## config.mk

```make
export PLATFORM = sky130hd
export DESIGN_NAME = phy_rx_lane_align
export DESIGN_NICKNAME = d
export VERILOG_FILES = /design/src/rtl/phy_rx_pkg.sv /design/src/rtl/phy_rx_comma_det.sv /design/src/rtl/phy_rx_lane_align.sv
export SDC_FILE = /design/constraint.sdc
export NUM_CORES = 1
export LEC_CHECK = 0
export CAP_MARGIN = 15
export CORE_ASPECT_RATIO = 0.6
export CORE_MARGIN = 1
export CORE_UTILIZATION = 50
export CTS_CLUSTER_SIZE = 14
export DETAILED_ROUTE_END_ITERATION = 12
export GPL_ROUTABILITY_DRIVEN = 1
export HOLD_SLACK_MARGIN = 0.03
export PLACE_DENSITY = 0.77
export SYNTH_ARGS = -nofsm -noshare
export SYNTH_HDL_FRONTEND = slang
export SYNTH_SLANG_ARGS = --single-unit
export TNS_END_PERCENT = 1
```

## constraint.sdc

```tcl
create_clock -name clk_32f -period 2.65 [get_ports clk_32f]
set_clock_uncertainty 0.15 [all_clocks]
set_input_delay 0.6625 -clock clk_32f [delete_from_list [all_inputs] [get_ports clk_32f]]
set_output_delay 0.6625 -clock clk_32f [all_outputs]
set_load 0.1 [all_outputs]
```

## src/rtl/phy_rx_pkg.sv

```systemverilog
// Shared types and helpers for the PHY receive lane aligner.
package phy_rx_pkg;

  typedef enum logic [1:0] {
    SEARCH  = 2'd0,
    SYNCING = 2'd1,
    SYNCED  = 2'd2
  } state_e;

  localparam logic [7:0] PHY_RX_COMMA_DEFAULT = 8'hBC;

  // Lane pointer needs at least one bit even for a single lane.
  function automatic int unsigned lane_ptr_w(input int unsigned lanes);
    return (lanes <= 2) ? 1 : $clog2(lanes);
  endfunction

endpackage

```

## src/rtl/phy_rx_comma_det.sv

```systemverilog
// Serial-to-parallel shifter (LSB first) with comma comparator.
module phy_rx_comma_det
  import phy_rx_pkg::*;
#(
  parameter logic [7:0] COMMA = PHY_RX_COMMA_DEFAULT
) (
  input  logic       clk_i,
  input  logic       rst_i,
  input  logic       data_i,
  output logic [7:0] sr_o,
  output logic       is_comma_o
);

  logic [7:0] sr_q;
  logic [7:0] sr_d;

  assign sr_d = {data_i, sr_q[7:1]};

  always_ff @(posedge clk_i or posedge rst_i) begin
    if (rst_i) begin
      sr_q <= '0;
    end else begin
      sr_q <= sr_d;
    end
  end

  assign sr_o       = sr_q;
  assign is_comma_o = (sr_q == COMMA);

endmodule

```

## src/rtl/phy_rx_lane_align.sv

```systemverilog
// Comma-aligned serial receiver striping bytes across LANES byte lanes.
// Optional loss-of-sync detection: define PHY_RX_LOSS_DET_EN.
module phy_rx_lane_align
  import phy_rx_pkg::*;
#(
  parameter int unsigned LANES      = 4,
  parameter logic [7:0]  COMMA      = PHY_RX_COMMA_DEFAULT,
  parameter int unsigned SYNC_COUNT = 4,
  parameter int unsigned LOSS_COUNT = 2
) (
  input  logic               clk_32f,
  input  logic               reset,
  input  logic               data_in,
  output logic [LANES*8-1:0] data_rx,
  output logic [LANES-1:0]   valid_rx,
  output logic               active,
  output logic [1:0]         state
);

  localparam int unsigned   PW        = lane_ptr_w(LANES);
  localparam logic [PW-1:0] LAST_LANE = PW'(LANES - 1);
  localparam logic [3:0]    SYNC_CNT4 = SYNC_COUNT[3:0];

  logic [7:0]         sr;
  logic               is_comma;
  logic               boundary;
  logic [3:0]         comma_inc;

  state_e             state_q, state_d;
  logic [2:0]         bit_cnt_q, bit_cnt_d;
  logic [3:0]         comma_cnt_q, comma_cnt_d;
  logic [PW-1:0]      lane_ptr_q, lane_ptr_d;
  logic [LANES*8-1:0] data_q, data_d;
  logic [LANES-1:0]   valid_q, valid_d;

`ifdef PHY_RX_LOSS_DET_EN
  localparam logic [3:0] LOSS_CNT4 = LOSS_COUNT[3:0];
  logic [3:0] miss_cnt_q, miss_cnt_d;
  logic [3:0] miss_inc;
  assign miss_inc = (miss_cnt_q == 4'hF) ? 4'hF : miss_cnt_q + 4'd1;
`endif

  phy_rx_comma_det #(
    .COMMA (COMMA)
  ) u_comma_det (
    .clk_i      (clk_32f),
    .rst_i      (reset),
    .data_i     (data_in),
    .sr_o       (sr),
    .is_comma_o (is_comma)
  );

  assign boundary  = (bit_cnt_q == 3'd0);
  assign comma_inc = (comma_cnt_q == 4'hF) ? 4'hF : comma_cnt_q + 4'd1;

  always_ff @(posedge clk_32f or posedge reset) begin
    if (reset) begin
      state_q     <= SEARCH;
      bit_cnt_q   <= '0;
      comma_cnt_q <= '0;
      lane_ptr_q  <= '0;
      data_q      <= '0;
      valid_q     <= '0;
`ifdef PHY_RX_LOSS_DET_EN
      miss_cnt_q  <= '0;
`endif
    end else begin
      state_q     <= state_d;
      bit_cnt_q   <= bit_cnt_d;
      comma_cnt_q <= comma_cnt_d;
      lane_ptr_q  <= lane_ptr_d;
      data_q      <= data_d;
      valid_q     <= valid_d;
`ifdef PHY_RX_LOSS_DET_EN
      miss_cnt_q  <= miss_cnt_d;
`endif
    end
  end

  always_comb begin
    state_d     = state_q;
    bit_cnt_d   = bit_cnt_q + 3'd1;
    comma_cnt_d = comma_cnt_q;
    lane_ptr_d  = lane_ptr_q;
    data_d      = data_q;
    valid_d     = '0;
`ifdef PHY_RX_LOSS_DET_EN
    miss_cnt_d  = miss_cnt_q;
`endif

    case (state_q)
      SEARCH: begin
        // Restarting bit_cnt at 1 puts the next boundary 8 cycles after the match.
        if (is_comma) begin
          bit_cnt_d   = 3'd1;
          comma_cnt_d = 4'd1;
          lane_ptr_d  = '0;
          state_d     = (SYNC_COUNT == 1) ? SYNCED : SYNCING;
        end
      end

      SYNCING: begin
        if (boundary) begin
          if (is_comma) begin
            comma_cnt_d = comma_inc;
            if (comma_inc >= SYNC_CNT4) begin
              state_d    = SYNCED;
              lane_ptr_d = '0;
            end
          end else begin
            state_d     = SEARCH;
            comma_cnt_d = '0;
          end
        end
      end

      SYNCED: begin
        if (boundary) begin
          if (is_comma) begin
            lane_ptr_d = '0;
`ifdef PHY_RX_LOSS_DET_EN
            miss_cnt_d = '0;
`endif
          end else begin
            for (int unsigned i = 0; i < LANES; i++) begin
              if (lane_ptr_q == PW'(i)) begin
                data_d[i*8 +: 8] = sr;
                valid_d[i]       = 1'b1;
              end
            end
            lane_ptr_d = (lane_ptr_q == LAST_LANE) ? '0 : lane_ptr_q + 1'b1;
          end
        end
`ifdef PHY_RX_LOSS_DET_EN
        else if (is_comma) begin
          if (miss_inc >= LOSS_CNT4) begin
            state_d     = SEARCH;
            lane_ptr_d  = '0;
            comma_cnt_d = '0;
            miss_cnt_d  = '0;
            valid_d     = '0;
            data_d      = data_q;
          end else begin
            miss_cnt_d = miss_inc;
          end
        end
`endif
      end

      default: begin
        state_d     = SEARCH;
        comma_cnt_d = '0;
        lane_ptr_d  = '0;
      end
    endcase
  end

  assign data_rx  = data_q;
  assign valid_rx = valid_q;
  assign active   = (state_q == SYNCED);
  assign state    = state_q;

endmodule

```

Word level (Yosys, flattened, before mapping)
Cells that the tools add are included.
{"block": "totals", "ff_bits": 55, "latchBits": 0, "ram_bits": 0, "rom_bits": 0, "inputBits": 3, "output_inout_bits": 39, "memories": 0}
{"block": "classes", "addsub": 3, "multipliers": 0, "div": 0, "magnitude_cmp": 1, "eq_ne": 13, "shift": 0, "n_mux": 27, "bitwise": 2, "n_reduce_logical": 10}
{"cell": "$mux 4", "count": 7}
{"cell": "$mux 2", "count": 11}
{"cell": "$reduce_and 4->1", "count": 5}
{"cell": "$pmux 2 s3", "count": 2}
{"cell": "$pmux 4 s3", "count": 1}
{"cell": "$eq 8x8->1 const B", "count": 1}
{"cell": "$ne 2x2->1 const B", "count": 4}
{"cell": "$eq 2x2->1 const B", "count": 3}
{"cell": "$mux 3", "count": 2}
{"cell": "$reduce_and 5->1", "count": 1}
{"cell": "$add 4x1->4 const B", "count": 1}
{"cell": "$eq 2x1->1 const B", "count": 2}
{"cell": "$eq 4x4->1 const B", "count": 1}
{"cell": "$ge 4x3->1 const B", "count": 1}
{"cell": "$logic_not 2->1", "count": 2}
{"cell": "$mux 1", "count": 4}
{"cell": "$add 3x1->3 const B", "count": 1}
{"cell": "$logic_not 3->1", "count": 1}
{"cell": "$ne 3x3->1 const B", "count": 1}
{"cell": "$reduce_and 3->1", "count": 1}
{"cell": "$add 2x1->2 const B", "count": 1}
{"cell": "$ne 2x1->1 const B", "count": 1}
{"cell": "$not 1->1", "count": 2}

Depth between registers and ports, before layout
Gate-level depths: netlist (run 1).
{"block": "depth", "depth_word": 7, "mapped_depth": 7}

Hierarchy
Synthesis (run 1) repeated with hierarchy kept, for this count alone.
{"block": "hier_totals", "cells_unflattened": 163, "hier_area_um2": 2255.9}
{"mod": "phy_rx_lane_align", "instances": 1, "cells_per_inst": 151, "area_per_inst_um2": 2026.9, "seq_area_each_um2": 1176.1}
{"mod": "phy_rx_comma_det", "instances": 1, "cells_per_inst": 12, "area_per_inst_um2": 229.0, "seq_area_each_um2": 200.2}

Worst setup path after synthesis (run 1)
No wires, ideal clock.
{"block": "synth_timing", "path_kind": "register to output", "startpoint": "reg state_q[1] (netlist: state[1])", "endpoint": "out active", "arrival_ps": 2472, "t_required_ps": 1837, "slack_ps": -634, "path_stages_with_launch": 2, "path_buffers": 0, "path_cell_list": "dfrtp_1 -> nor2b_1"}
{"block": "synth_via", "elab_chain_cells": 1}
{"element": "start, declared", "line_no": "phy_rx_lane_align.sv:29", "text": "state_e state_q, state_d;"}
{"element": "start signal, assigned", "line_no": "phy_rx_lane_align.sv:68", "text": "state_q <= state_d;"}
{"element": "$eq 2x2->1", "line_no": "phy_rx_lane_align.sv:160", "text": "assign active = (state_q == SYNCED);"}
{"element": "end, declared", "line_no": "phy_rx_lane_align.sv:16", "text": "output logic active,"}
Every way passes these cells.

Worst setup path after layout (run 1)
Ends and elaborated chain as after synthesis.

==> flow_metrics.env, run 1 <==
export IMPL_place_congestion=0.823
export IMPL_min_from="bit_cnt_q[0]"
export IMPL_power_density_mw_per_mm2=546
export IMPL_path_cells="nor2b_4 -> buf_4"
export IMPL_grt_pass1_wl_mm=7.27
export IMPL_cp_startpoint="state[1]"
export IMPL_hp_class="reg -> reg"
export IMPL_synth_commonest_cells="dfrtp_1, mux2_2, nand2_1"
export IMPL_cts_buffer_depth=2
export IMPL_yosys_warnings=0
export IMPL_core_mm2=0.00423
export IMPL_port_buffers=41
export IMPL_synth_cells=171
export IMPL_rows=18
export IMPL_synth_cell_types=31
export IMPL_area_growth_pct=22.4
export IMPL_path_max_fanout=10
export IMPL_die_x_um=89.2
export IMPL_end_kind="output port"
export IMPL_syn_num_nets=181
export IMPL_hold_slack_ns=0.315
export IMPL_netlist_area_mm2=0.00228
export IMPL_drt_wirelength_per_cell_um=16.5
export IMPL_cp_slowest_cell="dfrtp_1"
export IMPL_synth_main_ff_cell="dfrtp_1"
export IMPL_remaining_drc_errors=0
export IMPL_p_leak_nw=1.45
export IMPL_avgSynthCellArea_um2=13.3
export IMPL_rsz0062_at_grt="no"
export IMPL_r2r_start="state[0]"
export IMPL_ir_drop_v=0.000320
export IMPL_antenna_left=0
export IMPL_io_pins=42
export IMPL_critPathLaunchType="register"
export IMPL_run_status="completed"
export IMPL_gr_total_overflow=0
export IMPL_setup_viol=0
export IMPL_vias=1514
export IMPL_dp_hpwl_mm=3.34
export IMPL_clk_pin_slew_ns=0.09
export IMPL_fmax_ghz=0.469
export IMPL_htreeDepth=2
export IMPL_async_reset_ff_frac=1.00
export IMPL_totalWireLength_mm=4.58
export IMPL_drtIter0Drc=116
export IMPL_grt_pass1_vias=1462
export IMPL_ctsHoldBuffers=0
export IMPL_dieArea_mm2=0.00484
export IMPL_cp_num_buf_inv=1
export IMPL_worstPathRequired_ns=1.84
export IMPL_synth_seq_area_share=0.604
export IMPL_ff_latch_area_mm2=0.00138
export IMPL_layout_cells_non_filler=278
export IMPL_min_period_ns=2.13
export IMPL_tightest_slew_ns=0.633
export IMPL_cts_buffers=5
export IMPL_synth_top_area_share=0.604
export IMPL_synth_most_common_cell="dfrtp_1"
export IMPL_multi_input_area_um2=868
export IMPL_clockRootBuffer="clkbuf_8"
export IMPL_antenna_found_initial=0
export IMPL_fin_nets=228
export IMPL_synth_edf_count=0
export IMPL_grt_max_degree=56
export IMPL_netlist_top_cells_area="dfrtp_1, mux2_2, ha_1"
export IMPL_maxCapViolCount=0
export IMPL_fin_setup_tns_ns=0
export IMPL_diodes=0
export IMPL_dieHeight_um=54.3
export IMPL_dp_cells=271
export IMPL_ctsResizeCount=0
export IMPL_cts_sinks=55
export IMPL_cts_tree="yes"
export IMPL_hold_viol=0
export IMPL_fin_ws_ns=0.516
export IMPL_dp_slack_ns=0.629
export IMPL_relSlewSlack=0.574
export IMPL_drv_slew=0
export IMPL_crit_arrival_ns=1.32
export IMPL_drive_above_1_share=0.390
export IMPL_ys_ff_latch=55
export IMPL_slowest_delay_ns=0.52
export IMPL_insertion_delay_ns=0.30
export IMPL_synth_largest_area_cell="dfrtp_1"
export IMPL_drtPass1Iterations=4
export IMPL_post_cts_setup_buffers=0
export IMPL_critPathTopFamily="flip-flops"
export IMPL_grt_usage=0.212
export IMPL_crit_type="reg -> out"
export IMPL_vias_per_cell=5.45
export IMPL_fill_cells=345
export IMPL_fin_crit_sh=0.805
export IMPL_initial_core_util=0.538
-- kinds of logic (layout without fill, tap and decap cells) --
family | count (synthesis) | count (layout) | synth area share
adder cells (fa/ha/maj) | 7 | 7 | 0.0384
buffers and inverters | 11 | 58 | 0.0181
XOR/XNOR | 1 | 1 | 0.00384
AO/OA/AOI/OAI | 25 | 25 | 0.0774
AND/OR/NAND/NOR | 41 | 41 | 0.105
flip-flops | 55 | 55 | 0.604
multiplexers | 31 | 31 | 0.153
-- layer usage --
metal  track usage  vias up  part of all wire
met5             0        -                 0
met2         0.319       58              0.45
met1         0.296      751              0.48
met4        0.0820        0             0.011
met3        0.0603        8             0.064
li1              -      697                 -
-- metrics by stage --
| stage | util | instance area (um^2) | power (W) |
|---|---|---|---|
| floorplan | - | 2290 | 0.000986 |
| global placement | 0.634 | 2690 | 0.00101 |
| detailed placement | 0.634 | 2690 | 0.00102 |
| CTS | 0.659 | 2790 | 0.00154 |
| global route | 0.659 | 2790 | 0.00159 |
| finish | 0.659 | 2790 | 0.00152 |
-- flip-flops by register name, summed over array words and instances (netlist names) --
signal and cells:
bit_cnt_q 3, comma_cnt_q 4, data_rx 32, lane_ptr_q 2, state 2, u_comma_det.sr_o 8
valid_rx 4
-- worst register-to-register path, delay by kind of cell (launching register included) --
| kind | cells | cell delay (ns) |
|---|---|---|
| mux | 1 | 0.33 |
| simple gates | 2 | 0.59 |
| flops | 1 | 0.54 |
| compound gates | 1 | 0.32 |
-- layout by cell type (no fill, tap or decap), types with 2 or more instances in the layout --
master and n:
nand2_1 11, inv_1 8, mux2_2 31, nand4bb_1 2, a22o_1 2, and2_1 2, nand2_4 2, ha_1 7
a21oi_1 7, nand2b_1 5, clkbuf_8 5, nor2b_1 2, o21ai_0 6, o32ai_1 2, clkdlybuf4s50_1 2, buf_4 39
nor2_1 7, nand3_1 3, dfrtp_1 55, nand2_2 2
-- area by class of cell --
class                      instances  share of cell area
tap                               60              0.0269
clock inverter                     1              0.0108
timing repair buffer              42               0.119
sequential                        55               0.493
inverter                           9              0.0121
clock buffer                       6              0.0260
multi-input combinational        105               0.311
-- where the power goes --
part           internal (W)  leakage, nW  switching (W)
Combinational     0.0000459        0.665      0.0000588
Clock              0.000277       0.0513       0.000244
Sequential         0.000864        0.736      0.0000316
Total               0.00119         1.45       0.000335
-- final timing paths --
kind                                       endpoint  slack [ns]  cells past startpoint
worst max register to register          data_rx[28]        0.61                      4
max in group asynchronous                data_rx[5]        1.54                      3
worst max-delay path                         active        0.52                      2
worst min register to register         bit_cnt_q[0]        0.32                      1
min in group asynchronous       u_comma_det.sr_o[0]        0.57                      3
worst min-delay path                   bit_cnt_q[0]        0.32                      1
(Power assumes the default switching activity.)
==> inputs of run 2 (changes only) <==
Settings changed: CORE_UTILIZATION 50 to 46, PLACE_DENSITY 0.77 to 0.74.
Clock period 2.65 ns to 1.7 ns, I/O delays scaled along.
==> run 2 against run 1 <==
Against the previous run: the run now ends with setup timing left; die area up 8.4%; first-iteration DRC count up 72%; power up 60%; routed wire length up 27%; sequential power up 54%; flip-flop and latch count unchanged; non-clock buffer count up 30; setup slack worse by 0.65 ns; clock-buffer cell count unchanged; design area up 30%.
==> flow_metrics.env, run 2 (same netlist as run 1, synthesis figures left out) <==
export IMPL_fin_nets=258
export IMPL_relSlewSlack=0.722
export IMPL_area_growth_pct=59.1
export IMPL_cts_tree="yes"
export IMPL_fin_crit_sh=1.08
export IMPL_vias=1707
export IMPL_end_kind="register"
export IMPL_ctsHoldBuffers=0
export IMPL_cp_slowest_cell="dfrtp_1"
export IMPL_mostFrequentLayoutCells="dfrtp_1, buf_12, mux2_2"
export IMPL_insertion_delay_ns=0.31
export IMPL_internal_power_w=0.00181
export IMPL_power_share_clock=0.296
export IMPL_cts_sinks=55
export IMPL_dp_cells=295
export IMPL_antenna_left=0
export IMPL_dieArea_mm2=0.00525
export IMPL_p_switching_w=0.000627
export IMPL_violations="setup timing"
export IMPL_tightest_slew_ns=0.417
export IMPL_hold_viol=0
export IMPL_dp_hpwl_mm=3.79
export IMPL_layout_commonest_cell="dfrtp_1"
export IMPL_maxCapViolCount=0
export IMPL_clk_pin_slew_ns=0.10
export IMPL_switching_share=0.257
export IMPL_largest_register_ffs=32
export IMPL_dp_slack_ns=-0.171
export IMPL_crit_arrival_ns=1.89
export IMPL_gr_total_overflow=0
export IMPL_drv_slew=0
export IMPL_drive_above_1_share=0.526
export IMPL_core_mm2=0.00466
export IMPL_hp_class="in -> async"
export IMPL_io_pins=42
export IMPL_run_status="complete, but fails checks"
export IMPL_min_period_ns=1.84
export IMPL_vias_per_cell=5.47
export IMPL_fill_cells=273
export IMPL_rsz0062_at_grt="yes"
export IMPL_antenna_found_initial=0
export IMPL_cts_buffer_depth=2
export IMPL_power_density_mw_per_mm2=673
export IMPL_fin_ws_ns=-0.138
export IMPL_path_max_fanout=9
export IMPL_drtIter0Drc=200
export IMPL_cts_buffers=5
export IMPL_diodes=0
export IMPL_port_buffers=41
export IMPL_grt_max_degree=56
export IMPL_path_cells="inv_2 -> ha_4 -> nand4bb_4 -> a21oi_4 -> buf_4 -> nand2_4 -> mux2_2"
export IMPL_die_x_um=92.9
export IMPL_ir_drop_v=0.000541
export IMPL_dieHeight_um=56.5
export IMPL_seq_power_share=0.566
export IMPL_ff_latch_area_mm2=0.00138
export IMPL_fmax_ghz=0.544
export IMPL_drtPass1Iterations=4
export IMPL_slowest_delay_ns=0.41
export IMPL_remaining_drc_errors=0
export IMPL_totalWireLength_mm=5.82
export IMPL_total_power_w=0.00244
export IMPL_grt_usage=0.236
export IMPL_layout_cells_non_filler=312
export IMPL_worstPathRequired_ns=1.75
export IMPL_drt_wirelength_per_cell_um=18.7
export IMPL_htreeDepth=2
export IMPL_multi_input_area_um2=980
export IMPL_place_congestion=0.820
export IMPL_initial_core_util=0.489
export IMPL_combPwrFrac=0.139
export IMPL_p_leak_nw=1.70
export IMPL_setup_viol=33
export IMPL_clockRootBuffer="clkbuf_8"
export IMPL_crit_type="reg -> reg"
export IMPL_critPathLaunchType="register"
export IMPL_grt_pass1_vias=1806
export IMPL_rows=19
export IMPL_grt_pass1_wl_mm=9.19
export IMPL_ff2ff_path_depth=7
## run 2: metal layers
layer  routed length (um)  up-vias  GRT usage
li1                     -      754          -
met1                 2580      868      0.310
met2                 2810       70      0.377
met3                  322       15     0.0650
met4                  105        0     0.0879
met5                    0        -          0
## run 2: repair_timing
| item | in CTS | in global routing |
|---|---|---|
| pin swaps | 2 | 2 |
| resized for setup | 6 | 19 |
| buffers inserted | 7 | 2 |
| setup endpoints to repair | 38 | 44 |
## run 2: power by group through the flow
stage / registers (W) / clock network [W] / logic (W)
final: 0.00138 / 0.000721 / 0.000338
after global routing: 0.00138 / 0.000800 / 0.000367
after CTS: 0.00137 / 0.000742 / 0.000281
after detailed placement: 0.00139 / 0 / 0.000253
after global placement: 0.00139 / 0 / 0.000239
after floorplan: 0.00142 / 0 / 0.000119
## run 2: cell type report
cell class | count | share of cell area
clock buffer | 6 | 0.0200
clock inverter | 2 | 0.00449
inverter | 9 | 0.0104
multi-input combinational | 105 | 0.270
sequential | 55 | 0.380
tap | 63 | 0.0217
timing repair buffer | 72 | 0.293
## run 2: final timing paths
kind | slack (ns) | from | to
worst min register to register | 0.38 | u_comma_det.sr_o[3] | u_comma_det.sr_o[2]
worst max register to register | -0.14 | bit_cnt_q[1] | data_rx[26]
worst min-delay path | 0.38 | reset | lane_ptr_q[1]
worst max-delay path | -0.14 | bit_cnt_q[1] | data_rx[26]
max in group asynchronous | 0.77 | reset | state[0]
min in group clk_32f | 0.38 | u_comma_det.sr_o[3] | u_comma_det.sr_o[2]
## run 2: critical path, delay by kind of cell (launching register included)
kind / cells / cell delay [ns]
DFF: 1 / 0.41
and+or+nand+nor: 2 / 0.26
muxes: 1 / 0.31
AOI/OAI and AO/OA: 1 / 0.21
buffers and inverters: 2 / 0.24
adders and majority gates: 1 / 0.15
## run 2: metrics by stage
step                hold slack, ns  TNS, ns  instance area, um^2  utilization
floorplan                    0.273    -8.77                 2290            -
global route                 0.389    -5.29                 3620        0.778
finish                       0.377    -3.38                 3620        0.778
detailed placement           0.340    -3.46                 3340        0.717
CTS                          0.361    -4.03                 3510        0.754
global placement             0.333    -1.57                 3340        0.717
==> inputs of run 3 (changes only) <==
Settings changed: CORE_MARGIN 1 to 2, RECOVER_POWER set to 100.
==> run 3 against run 2 <==
Against the previous run: the run still ends with setup timing left; maximum frequency is 0.36% lower; clock-buffer cell count stayed put; sequential share of layout area is 4.3 points higher; design area is 10% lower; non-clock buffer count is 1 higher; via count is 2.5% higher; die area is 5.8% higher; flip-flop and latch count stayed put.
==> flow_metrics.env, run 3 (same netlist as run 1, synthesis figures left out) <==
export IMPL_run_status="complete, but fails checks"
export IMPL_violations="setup timing"
export IMPL_maxCapViolCount=0
export IMPL_r2r_slack_ns=-0.09
export IMPL_hold_slack_ns=0.363
export IMPL_fin_setup_tns_ns=-2.03
export IMPL_gr_total_overflow=0
export IMPL_dp_hpwl_mm=4.05
export IMPL_cts_buffers=5
export IMPL_diodes=0
export IMPL_rsz0062_at_grt="yes"
export IMPL_combPwrFrac=0.118
export IMPL_power_density_mw_per_mm2=792
export IMPL_fin_ws_ns=-0.144
export IMPL_layout_commonest_cell="dfrtp_1"
export IMPL_cts_sinks=55
export IMPL_drv_slew=0
export IMPL_min_period_ns=1.84
export IMPL_hold_end="data_rx[11]"
export IMPL_multi_input_area_um2=975
export IMPL_crit_arrival_ns=1.27
export IMPL_ff2ff_path_depth=7
export IMPL_port_buffers=41
export IMPL_r2r_start="bit_cnt_q[0]"
export IMPL_ctsHoldBuffers=0
export IMPL_vias=1750
export IMPL_hold_viol=0
export IMPL_initial_core_util=0.489
export IMPL_clockRootBuffer="clkbuf_8"
export IMPL_dp_slack_ns=-0.306
export IMPL_power_share_clock=0.349
export IMPL_largest_register_ffs=32
export IMPL_cts_tree="yes"
export IMPL_mostFrequentLayoutCells="dfrtp_1, mux2_2, clkbuf_4"
export IMPL_end_kind="output port"
export IMPL_die_x_um=94.9
export IMPL_min_from="data_rx[11]"
export IMPL_fmax_ghz=0.542
export IMPL_worstPathRequired_ns=1.12
export IMPL_grt_usage=0.232
export IMPL_antenna_found_initial=0
export IMPL_insertion_delay_ns=0.32
export IMPL_critPathLaunchType="register"
export IMPL_hp_class="reg -> reg"
export IMPL_clk_pin_slew_ns=0.10
export IMPL_fin_crit_sh=1.08
export IMPL_vias_per_cell=5.59
export IMPL_place_congestion=0.870
export IMPL_internal_power_w=0.00196
export IMPL_ff_latch_area_mm2=0.00138
export IMPL_dieHeight_um=58.5
export IMPL_setup_viol=40
export IMPL_p_leak_nw=1.59
export IMPL_remaining_drc_errors=0
export IMPL_area_growth_pct=43.1
export IMPL_fill_cells=306
export IMPL_fin_nets=259
export IMPL_switching_share=0.239
export IMPL_totalWireLength_mm=6.28
export IMPL_antenna_left=0
export IMPL_tightest_slew_ns=0.509
export IMPL_dieArea_mm2=0.00555
export IMPL_drtPass1Iterations=4
export IMPL_drive_above_1_share=0.512
export IMPL_grt_pass1_vias=1808
export IMPL_relSlewSlack=0.659
export IMPL_core_mm2=0.00466
export IMPL_grt_pass1_wl_mm=9.46
export IMPL_path_max_fanout=9
export IMPL_cts_buffer_depth=2
export IMPL_htreeDepth=2
export IMPL_p_switching_w=0.000618
export IMPL_drt_wirelength_per_cell_um=20.1
export IMPL_dp_cells=294
export IMPL_ir_drop_v=0.000555
export IMPL_drtIter0Drc=336
export IMPL_min_path_cells=1
export IMPL_rows=19
export IMPL_layout_cells_non_filler=313
export IMPL_seq_power_share=0.533
export IMPL_io_pins=42
export IMPL_grt_max_degree=28
export IMPL_rr_endpoint="data_rx[3]"
export IMPL_crit_type="reg -> out"
[run 3: cell types whose count changed in the layout (fill, tap and decap cells not counted), sizes merged]
cell           previous run  this run
inv                       9         8
buf                      70        37
clkinv                    0         1
clkinvlp                  2         1
bufinv                    0         1
clkdlybuf4s50             2         0
dlygate4sd3               0         2
clkbuf                    6        40
[run 3: area by class of cell]
class                      count  share of cell area
tap                           63              0.0242
clock inverter                 2              0.0107
timing repair buffer          73               0.207
clock buffer                   6              0.0253
inverter                       9              0.0107
sequential                    55               0.423
multi-input combinational    105               0.299
[run 3: power by group through the flow]
stage | logic (W) | clock network, W | registers (W)
after global routing | 0.000323 | 0.000978 | 0.00138
after floorplan | 0.000119 | 0 | 0.00142
after CTS | 0.000271 | 0.000896 | 0.00137
after detailed placement | 0.000265 | 0 | 0.00139
final | 0.000304 | 0.000900 | 0.00138
after global placement | 0.000240 | 0 | 0.00139
[run 3: how the worst max path moves through the flow]
stage / from / to / slack, ns / cells after the start
after floorplan: state[1] / data_rx[16] / -0.29 / 4
after global placement: bit_cnt_q[0] / data_rx[30] / -0.16 / 6
after detailed placement: bit_cnt_q[0] / data_rx[24] / -0.31 / 6
after CTS: bit_cnt_q[0] / data_rx[5] / -0.14 / 7
after global routing: state[1] / active / -0.16 / 3
final: state[1] / active / -0.14 / 3
[run 3: worst max-delay path, stage by stage (launching register included)]
cell     delay (ns)
dfrtp_2        0.40
buf_6          0.15
nor2b_4        0.21
buf_12         0.19
[run 3: layer usage]
metal  wire (um)  share of wire  global-route usage
met5           0              0                   0
met1        2560           0.41               0.291
met3         489          0.078              0.0794
met4         179          0.028              0.0890
met2        3050           0.49               0.377
[run 3: repair_timing]
| action | 4_1_cts | 5_1_grt |
|---|---|---|
| resized for setup | 8 | 17 |
| pin swaps | 1 | 1 |
| setup buffers | 6 | 5 |
| endpoints found under the setup margin | 41 | 43 |
[run 3: stage by stage]
stage,util,power (W),instance area [um^2]
6_report,0.700,0.00258,3260
5_1_grt,0.700,0.00268,3260
4_1_cts,0.763,0.00254,3560
3_3_place_gp,0.718,0.00163,3350
3_5_place_dp,0.718,0.00166,3350
2_1_floorplan,-,0.00154,2290
